File: config.mk
export PLATFORM = sky130hd
export DESIGN_NAME = mac_sequencer
export DESIGN_NICKNAME = d
export VERILOG_FILES = /design/src/rtl/mac_pkg.sv /design/src/rtl/mac_acc_add.sv /design/src/rtl/mac_sequencer.sv
export SDC_FILE = /design/constraint.sdc
export NUM_CORES = 1
export LEC_CHECK = 0
export CELL_PAD_IN_SITES_DETAIL_PLACEMENT = 1
export CELL_PAD_IN_SITES_GLOBAL_PLACEMENT = 1
export CORE_MARGIN = 1.5
export CORE_UTILIZATION = 38
export CTS_CLUSTER_DIAMETER = 30
export DETAILED_ROUTE_END_ITERATION = 6
export PLACE_DENSITY = 0.83
export SLEW_MARGIN = 20
export SYNTH_ARGS = -nofsm -noshare
export SYNTH_HDL_FRONTEND = slang
export SYNTH_SLANG_ARGS = --single-unit
File: constraint.sdc
create_clock -name clk -period 8.12 [get_ports clk]
set_input_delay 1.218 -clock clk [delete_from_list [all_inputs] [get_ports clk]]
set_output_delay 1.218 -clock clk [all_outputs]
set_load 0.005 [all_outputs]
File: src/rtl/mac_pkg.sv
// Shared types and constants for the MAC sequencer and its accumulator adder.
// The optional clamp (MAC_SATURATE_EN) lives in mac_acc_add.
package mac_pkg;

    localparam int unsigned ACC_W_DEFAULT = 32;
    localparam int unsigned DATA_W        = 32;

    typedef enum logic [2:0] {
        S_IDLE  = 3'd0,
        S_FETCH = 3'd1,
        S_ISSUE = 3'd2,
        S_WAIT  = 3'd3,
        S_ACCUM = 3'd4,
        S_DONE  = 3'd5
    } mac_state_t;

    localparam logic [31:0] SAT_POS = 32'h7FFF_FFFF;
    localparam logic [31:0] SAT_NEG = 32'h8000_0000;
    localparam logic [31:0] SAT_U   = 32'hFFFF_FFFF;

endpackage

File: src/rtl/mac_acc_add.sv
// Accumulator adder with signed/unsigned overflow detect.
// With MAC_SATURATE_EN defined the sum clamps on overflow; otherwise it wraps.
module mac_acc_add
    import mac_pkg::*;
#(
    parameter int unsigned ACC_W = ACC_W_DEFAULT
) (
    input  logic [ACC_W-1:0] acc_i,
    input  logic [ACC_W-1:0] addend_i,
    input  logic             sign_i,
    output logic [ACC_W-1:0] sum_o,
    output logic             ovf_o
);

    logic [ACC_W:0] raw_c;
    logic           ovf_s_c;
    logic           ovf_u_c;

    always_comb begin
        raw_c   = {1'b0, acc_i} + {1'b0, addend_i};
        ovf_s_c = (acc_i[ACC_W-1] == addend_i[ACC_W-1]) && (raw_c[ACC_W-1] != acc_i[ACC_W-1]);
        ovf_u_c = raw_c[ACC_W];
        ovf_o   = sign_i ? ovf_s_c : ovf_u_c;
        sum_o   = raw_c[ACC_W-1:0];
`ifdef MAC_SATURATE_EN
        // Signed overflow only happens when both operands share acc's sign.
        if (ovf_o) begin
            if (sign_i) begin
                sum_o = acc_i[ACC_W-1] ? ACC_W'(SAT_NEG) : ACC_W'(SAT_POS);
            end else begin
                sum_o = ACC_W'(SAT_U);
            end
        end
`endif
    end

endmodule

File: src/rtl/mac_sequencer.sv
// Drives the shared iterative multiplier one operand pair at a time and
// accumulates products onto a bias; one result strobe per job. Option: MAC_SATURATE_EN.
module mac_sequencer
    import mac_pkg::*;
#(
    parameter int unsigned LEN_W = 16,
    parameter int unsigned ACC_W = ACC_W_DEFAULT
) (
    input  logic              clk,
    input  logic              reset,
    input  logic              start_i,
    input  logic [LEN_W-1:0]  len_i,
    input  logic              sign_i,
    input  logic              up_or_low_i,
    input  logic [ACC_W-1:0]  bias_i,
    input  logic              op_valid_i,
    input  logic [DATA_W-1:0] op_a_i,
    input  logic [DATA_W-1:0] op_b_i,
    output logic              op_ready_o,
    output logic              mult_enable_o,
    output logic [DATA_W-1:0] mult_a_o,
    output logic [DATA_W-1:0] mult_b_o,
    output logic              mult_sign_o,
    output logic              mult_up_or_low_o,
    input  logic [DATA_W-1:0] mult_product_i,
    input  logic              mult_ready_i,
    output logic              busy_o,
    output logic [ACC_W-1:0]  result_o,
    output logic              result_valid_o,
    output logic              overflow_o
);

    mac_state_t        state_q, state_d;
    logic [LEN_W-1:0]  len_q, len_d;
    logic [LEN_W-1:0]  cnt_q, cnt_d;
    logic              sign_q, sign_d;
    logic              ul_q, ul_d;
    logic [ACC_W-1:0]  acc_q, acc_d;
    logic [DATA_W-1:0] a_q, a_d;
    logic [DATA_W-1:0] b_q, b_d;
    logic [DATA_W-1:0] prod_q, prod_d;
    logic [ACC_W-1:0]  result_q, result_d;
    logic              rv_q, rv_d;
    logic              en_q, en_d;
    logic              ovf_q, ovf_d;
    logic [ACC_W-1:0]  sum_c;
    logic              add_ovf_c;

    mac_acc_add #(.ACC_W(ACC_W)) u_add (
        .acc_i    (acc_q),
        .addend_i (ACC_W'(prod_q)),
        .sign_i   (sign_q),
        .sum_o    (sum_c),
        .ovf_o    (add_ovf_c)
    );

    always_ff @(posedge clk or posedge reset) begin
        if (reset) begin
            state_q  <= S_IDLE;
            len_q    <= '0;
            cnt_q    <= '0;
            sign_q   <= 1'b0;
            ul_q     <= 1'b0;
            acc_q    <= '0;
            a_q      <= '0;
            b_q      <= '0;
            prod_q   <= '0;
            result_q <= '0;
            rv_q     <= 1'b0;
            en_q     <= 1'b0;
            ovf_q    <= 1'b0;
        end else begin
            state_q  <= state_d;
            len_q    <= len_d;
            cnt_q    <= cnt_d;
            sign_q   <= sign_d;
            ul_q     <= ul_d;
            acc_q    <= acc_d;
            a_q      <= a_d;
            b_q      <= b_d;
            prod_q   <= prod_d;
            result_q <= result_d;
            rv_q     <= rv_d;
            en_q     <= en_d;
            ovf_q    <= ovf_d;
        end
    end

    // Next-state; en_d/rv_d are set on the transition so the strobes land in ISSUE / after DONE.
    always_comb begin
        state_d  = state_q;
        len_d    = len_q;
        cnt_d    = cnt_q;
        sign_d   = sign_q;
        ul_d     = ul_q;
        acc_d    = acc_q;
        a_d      = a_q;
        b_d      = b_q;
        prod_d   = prod_q;
        result_d = result_q;
        rv_d     = 1'b0;
        en_d     = 1'b0;
        ovf_d    = ovf_q;
        unique case (state_q)
            S_IDLE: begin
                if (start_i) begin
                    len_d   = len_i;
                    sign_d  = sign_i;
                    ul_d    = up_or_low_i;
                    acc_d   = bias_i;
                    cnt_d   = '0;
                    ovf_d   = 1'b0;
                    state_d = (len_i == '0) ? S_DONE : S_FETCH;
                end
            end
            S_FETCH: begin
                if (op_valid_i) begin
                    a_d     = op_a_i;
                    b_d     = op_b_i;
                    en_d    = 1'b1;
                    state_d = S_ISSUE;
                end
            end
            S_ISSUE: begin
                state_d = S_WAIT;
            end
            S_WAIT: begin
                if (mult_ready_i) begin
                    prod_d  = mult_product_i;
                    state_d = S_ACCUM;
                end
            end
            S_ACCUM: begin
                acc_d   = sum_c;
                ovf_d   = ovf_q | add_ovf_c;
                cnt_d   = LEN_W'(cnt_q + LEN_W'(1));
                state_d = (LEN_W'(cnt_q + LEN_W'(1)) == len_q) ? S_DONE : S_FETCH;
            end
            S_DONE: begin
                result_d = acc_q;
                rv_d     = 1'b1;
                state_d  = S_IDLE;
            end
            default: begin
                state_d = S_IDLE;
            end
        endcase
    end

    assign op_ready_o       = (state_q == S_FETCH);
    assign busy_o           = (state_q != S_IDLE);
    assign mult_enable_o    = en_q;
    assign mult_a_o         = a_q;
    assign mult_b_o         = b_q;
    assign mult_sign_o      = sign_q;
    assign mult_up_or_low_o = ul_q;
    assign result_o         = result_q;
    assign result_valid_o   = rv_q;
    assign overflow_o       = ovf_q;

endmodule

==> results.ini <==
[run_status]
status = complete, no violations

[global_route]
met1_usage_pct = 28.0
busiest_layer = met2
grt_max_degree = 129
grt_pass1_wl_um = 47500
grt_antenna_before_repair = 1
grt_util_met3_pct = 3.31
gr-total-overflow = 0
grt_pass1_vias = 8821
track_usage_pct = 22.7
grt_use_met2_pct = 40.6

[clock_network]
cts.sinks = 200
postCtsHoldBufs = 0
cts_tree = yes
cts_setup_buffers = 0
cts_resized = 0
clk_pin_slew_ps = 70
h-tree-depth = 4
cts_made_buffers = 17
clk_latency_ps = 450
cts-root-buf = clkbuf_16
clk_path_buf_depth = 2

[sta]
period_share_pct = 39.6
finalHoldViolations = 0
setup_viol = 0
period_minus_slack_ps = 3220
clock-skew-final_ps = 14.2
tightest_slew_ps = 1100
setup_ws_ps = 4900
grt_setup_unrepaired = false
max_clock_freq_mhz = 311
fin_tns_setup_ps = 0
maxSlewHeadroom_pct = 26.1
drv_slew = 0

[detailed_routing]
avgRoutedWirePerCell_um = 19.6
drt_iter0_drc = 510
vias = 8244
viasPerCell = 5.31
drcViolationCount = 0
drt-total-wl_um = 30500
firstDrtPassIters = 4
drtAntennaViolNets = 0

[critical_path]
path_max_fanout = 10
cp_slowest_cell = clkdlybuf4s50_1
required_ps = 6900
cp_num_cells = 3
cp_num_buf_inv = 2
worst_r2r_path_depth = 11
critPathMaxStageDelay_ps = 530
worstPathCellList = nor3_1, inv_1, clkdlybuf4s50_1
cp-start-kind = register
end_kind = primary output
path_delay_family = buffers and inverters
worstPathArrival_ps = 2000
worstSetupPathType = register to primary output

[synthesis]
synth_cells = 976
syn_avg_cell_area_um2 = 10.2
synth_cell_types = 62
synth.cell_area_um2 = 9960
ys_ff_latch = 200
synth_edf_count = 0
ys_seq_area_share_pct = 50.3
dominantRegCellSynth = dfrtp_1
yosys_warnings = 0
ys_async_sr_fraction_pct = 100
syn_nets = 1161

[cells_and_area]
postLayoutCoreUtil_pct = 51.6
seq_area_um2 = 5000
final_nets = 1388
syn_to_final_growth_pct = 34.2
nFillCells = 2843
drive_above_1_share_pct = 12.6
multi_input_area_um2 = 4710
finalNonFillerCells = 1552

[place]
dp_slack_ps = 4540
place_congestion = 0.825
dp_hpwl_um = 21700
place_inst = 1519
port_buffers = 253

[floorplan]
die-area_um2 = 27200
fp.coreArea_um2 = 25900
row_count = 59
boundaryPins = 254
fp.dieH_um = 165
die_w_um = 165
initial_core_util_pct = 38.4

[power]
p_leak_uw = 0.00587
p_sw_uw = 2150
p_int_uw = 3340
ir_drop_mv = 0.174
seq_power_share_pct = 32.8
power_frac_clock_pct = 15.7
p_sw_share_pct = 39.2
p_comb_share_pct = 51.4
power.density_nw_per_um2 = 410

[hold_path]
min_path_type = register to register
min_path_cells = 2

[run]
maxCapViolCount = 0

power by group through the flow:
stage | Combinational (µW) | Sequential [µW] | Clock, µW
global placement | 2670 | 1780 | 0
global route | 3100 | 1850 | 913
finish | 2820 | 1800 | 863
CTS | 2840 | 1800 | 880
floorplan | 1730 | 1730 | 0
detailed placement | 2790 | 1810 | 0
worst reg2reg max path: cells and delay by family (launching register included):
kind,cells,cell delay [ps]
compound gates,5,920
fa+ha+maj,2,630
buf+inv,1,70
flops,1,400
simple gates,3,950
synthesized netlist by cell type (2+ instances only):
| master | number | area, µm² |
|---|---|---|
| ha_1 | 33 | 413 |
| mux2_2 | 96 | 1080 |
| o21ai_0 | 44 | 220 |
| a21boi_1 | 2 | 15.0 |
| o2111ai_2 | 2 | 30.0 |
| xnor2_1 | 27 | 236 |
| a41oi_1 | 2 | 17.5 |
| a31oi_1 | 11 | 68.8 |
| and3_1 | 18 | 113 |
| a21boi_0 | 2 | 15.0 |
| nor4_1 | 6 | 37.5 |
| a221o_1 | 2 | 20.0 |
| o31ai_1 | 7 | 52.6 |
| xor2_1 | 23 | 201 |
| o21ai_1 | 8 | 40.0 |
| dfrtp_1 | 200 | 5000 |
| nand4b_1 | 2 | 17.5 |
| nand2_1 | 218 | 818 |
| mux2i_1 | 3 | 30.0 |
| o21a_1 | 5 | 37.5 |
| o211ai_1 | 5 | 37.5 |
| a211o_1 | 3 | 26.3 |
| o22ai_1 | 4 | 25.0 |
| or3_1 | 3 | 18.8 |
| o21bai_1 | 4 | 30.0 |
| nand3_1 | 20 | 100 |
| nand4_1 | 8 | 50.1 |
| nor2b_1 | 4 | 25.0 |
| buf_2 | 9 | 45.0 |
| a22oi_1 | 12 | 90.1 |
| a21oi_1 | 41 | 205 |
| a21o_1 | 14 | 105 |
| a211oi_1 | 6 | 45.0 |
| nor2_1 | 41 | 154 |
| buf_1 | 4 | 15.0 |
| inv_1 | 12 | 45.0 |
| nor3_1 | 9 | 45.0 |
| clkbuf_1 | 37 | 139 |
| and2_1 | 4 | 25.0 |
| nor3b_1 | 3 | 22.5 |
final timing paths:
check / slack, ps / start / endpoint
min in group asynchronous: 1350 / reset / mult_a_o[17]$_DFFE_PP0P_
min reg2reg: 480 / result_o[26]$_DFFE_PP0P_ / result_o[26]$_DFFE_PP0P_
max reg2reg: 5070 / acc_q[0]$_DFFE_PP0P_ / acc_q[28]$_DFFE_PP0P_
max: 4900 / state_q[2]$_DFFE_PP0P_ / busy_o
min: 480 / result_o[26]$_DFFE_PP0P_ / result_o[26]$_DFFE_PP0P_
max in group asynchronous: 5240 / reset / acc_q[17]$_DFFE_PP0P_
sequential cells by signal, indices dropped and copies added, names as in the netlist:
signal	count
acc_q	32
cnt_q	16
len_q	16
mult_a_o	32
mult_b_o	32
mult_enable_o	1
mult_sign_o	1
mult_up_or_low_o	1
overflow_o	1
prod_q	32
result_o	32
result_valid_o	1
state_q	3
per-layer routing:
layer  vias up  part of all wire [%]
met5         -                     0
met4         0                   2.1
met3        46                   2.9
met2       173                    53
met1      4173                    42
li1       3852                     -
cell families (layout without fill, tap and decap cells):
group / Yosys count / count (layout) / synth area share [%]
compound gates: 186 / 186 / 12.2
xor+xnor: 50 / 50 / 4.40
fa+ha+maj: 34 / 34 / 4.35
buf+inv: 64 / 304 / 2.64
flops: 200 / 200 / 50.3
mux: 99 / 99 / 11.2
other cells: 0 / 1 / 0
simple gates: 343 / 343 / 15.0
stage by stage:
| stage | hold slack [ps] | power, µW | cell area [µm²] |
|---|---|---|---|
| 2_1_floorplan | 465 | 3460 | 9960 |
| 3_3_place_gp | 457 | 4450 | 12800 |
| 3_5_place_dp | 464 | 4600 | 12800 |
| 4_1_cts | 484 | 5520 | 13400 |
| 5_1_grt | 499 | 5870 | 13400 |
| 6_report | 478 | 5480 | 13400 |
layout make-up:
cell class                      count  share of cell area (%)
Timing Repair Buffer              260                    19.4
Inverter                           12                   0.393
Clock inverter                     14                    1.18
Antenna cell                        1                  0.0187
Multi-Input combinational cell    712                    35.2
Tap cell                          335                    3.14
Sequential cell                   200                    37.5
Clock buffer                       18                    3.21
placed cells by master (no fill, tap or decap), drive strengths merged, types with 18 or more instances in the layout:
cell and count:
a21oi 42, o21ai 52, ha 33, xor2 23
clkbuf 18, nor2 41, dfrtp 200, and3 19
inv 20, nand2 218, clkdlybuf4s50 253, mux2 96
xnor2 27, nand3 21
Power figures use the tool's default switching activity.
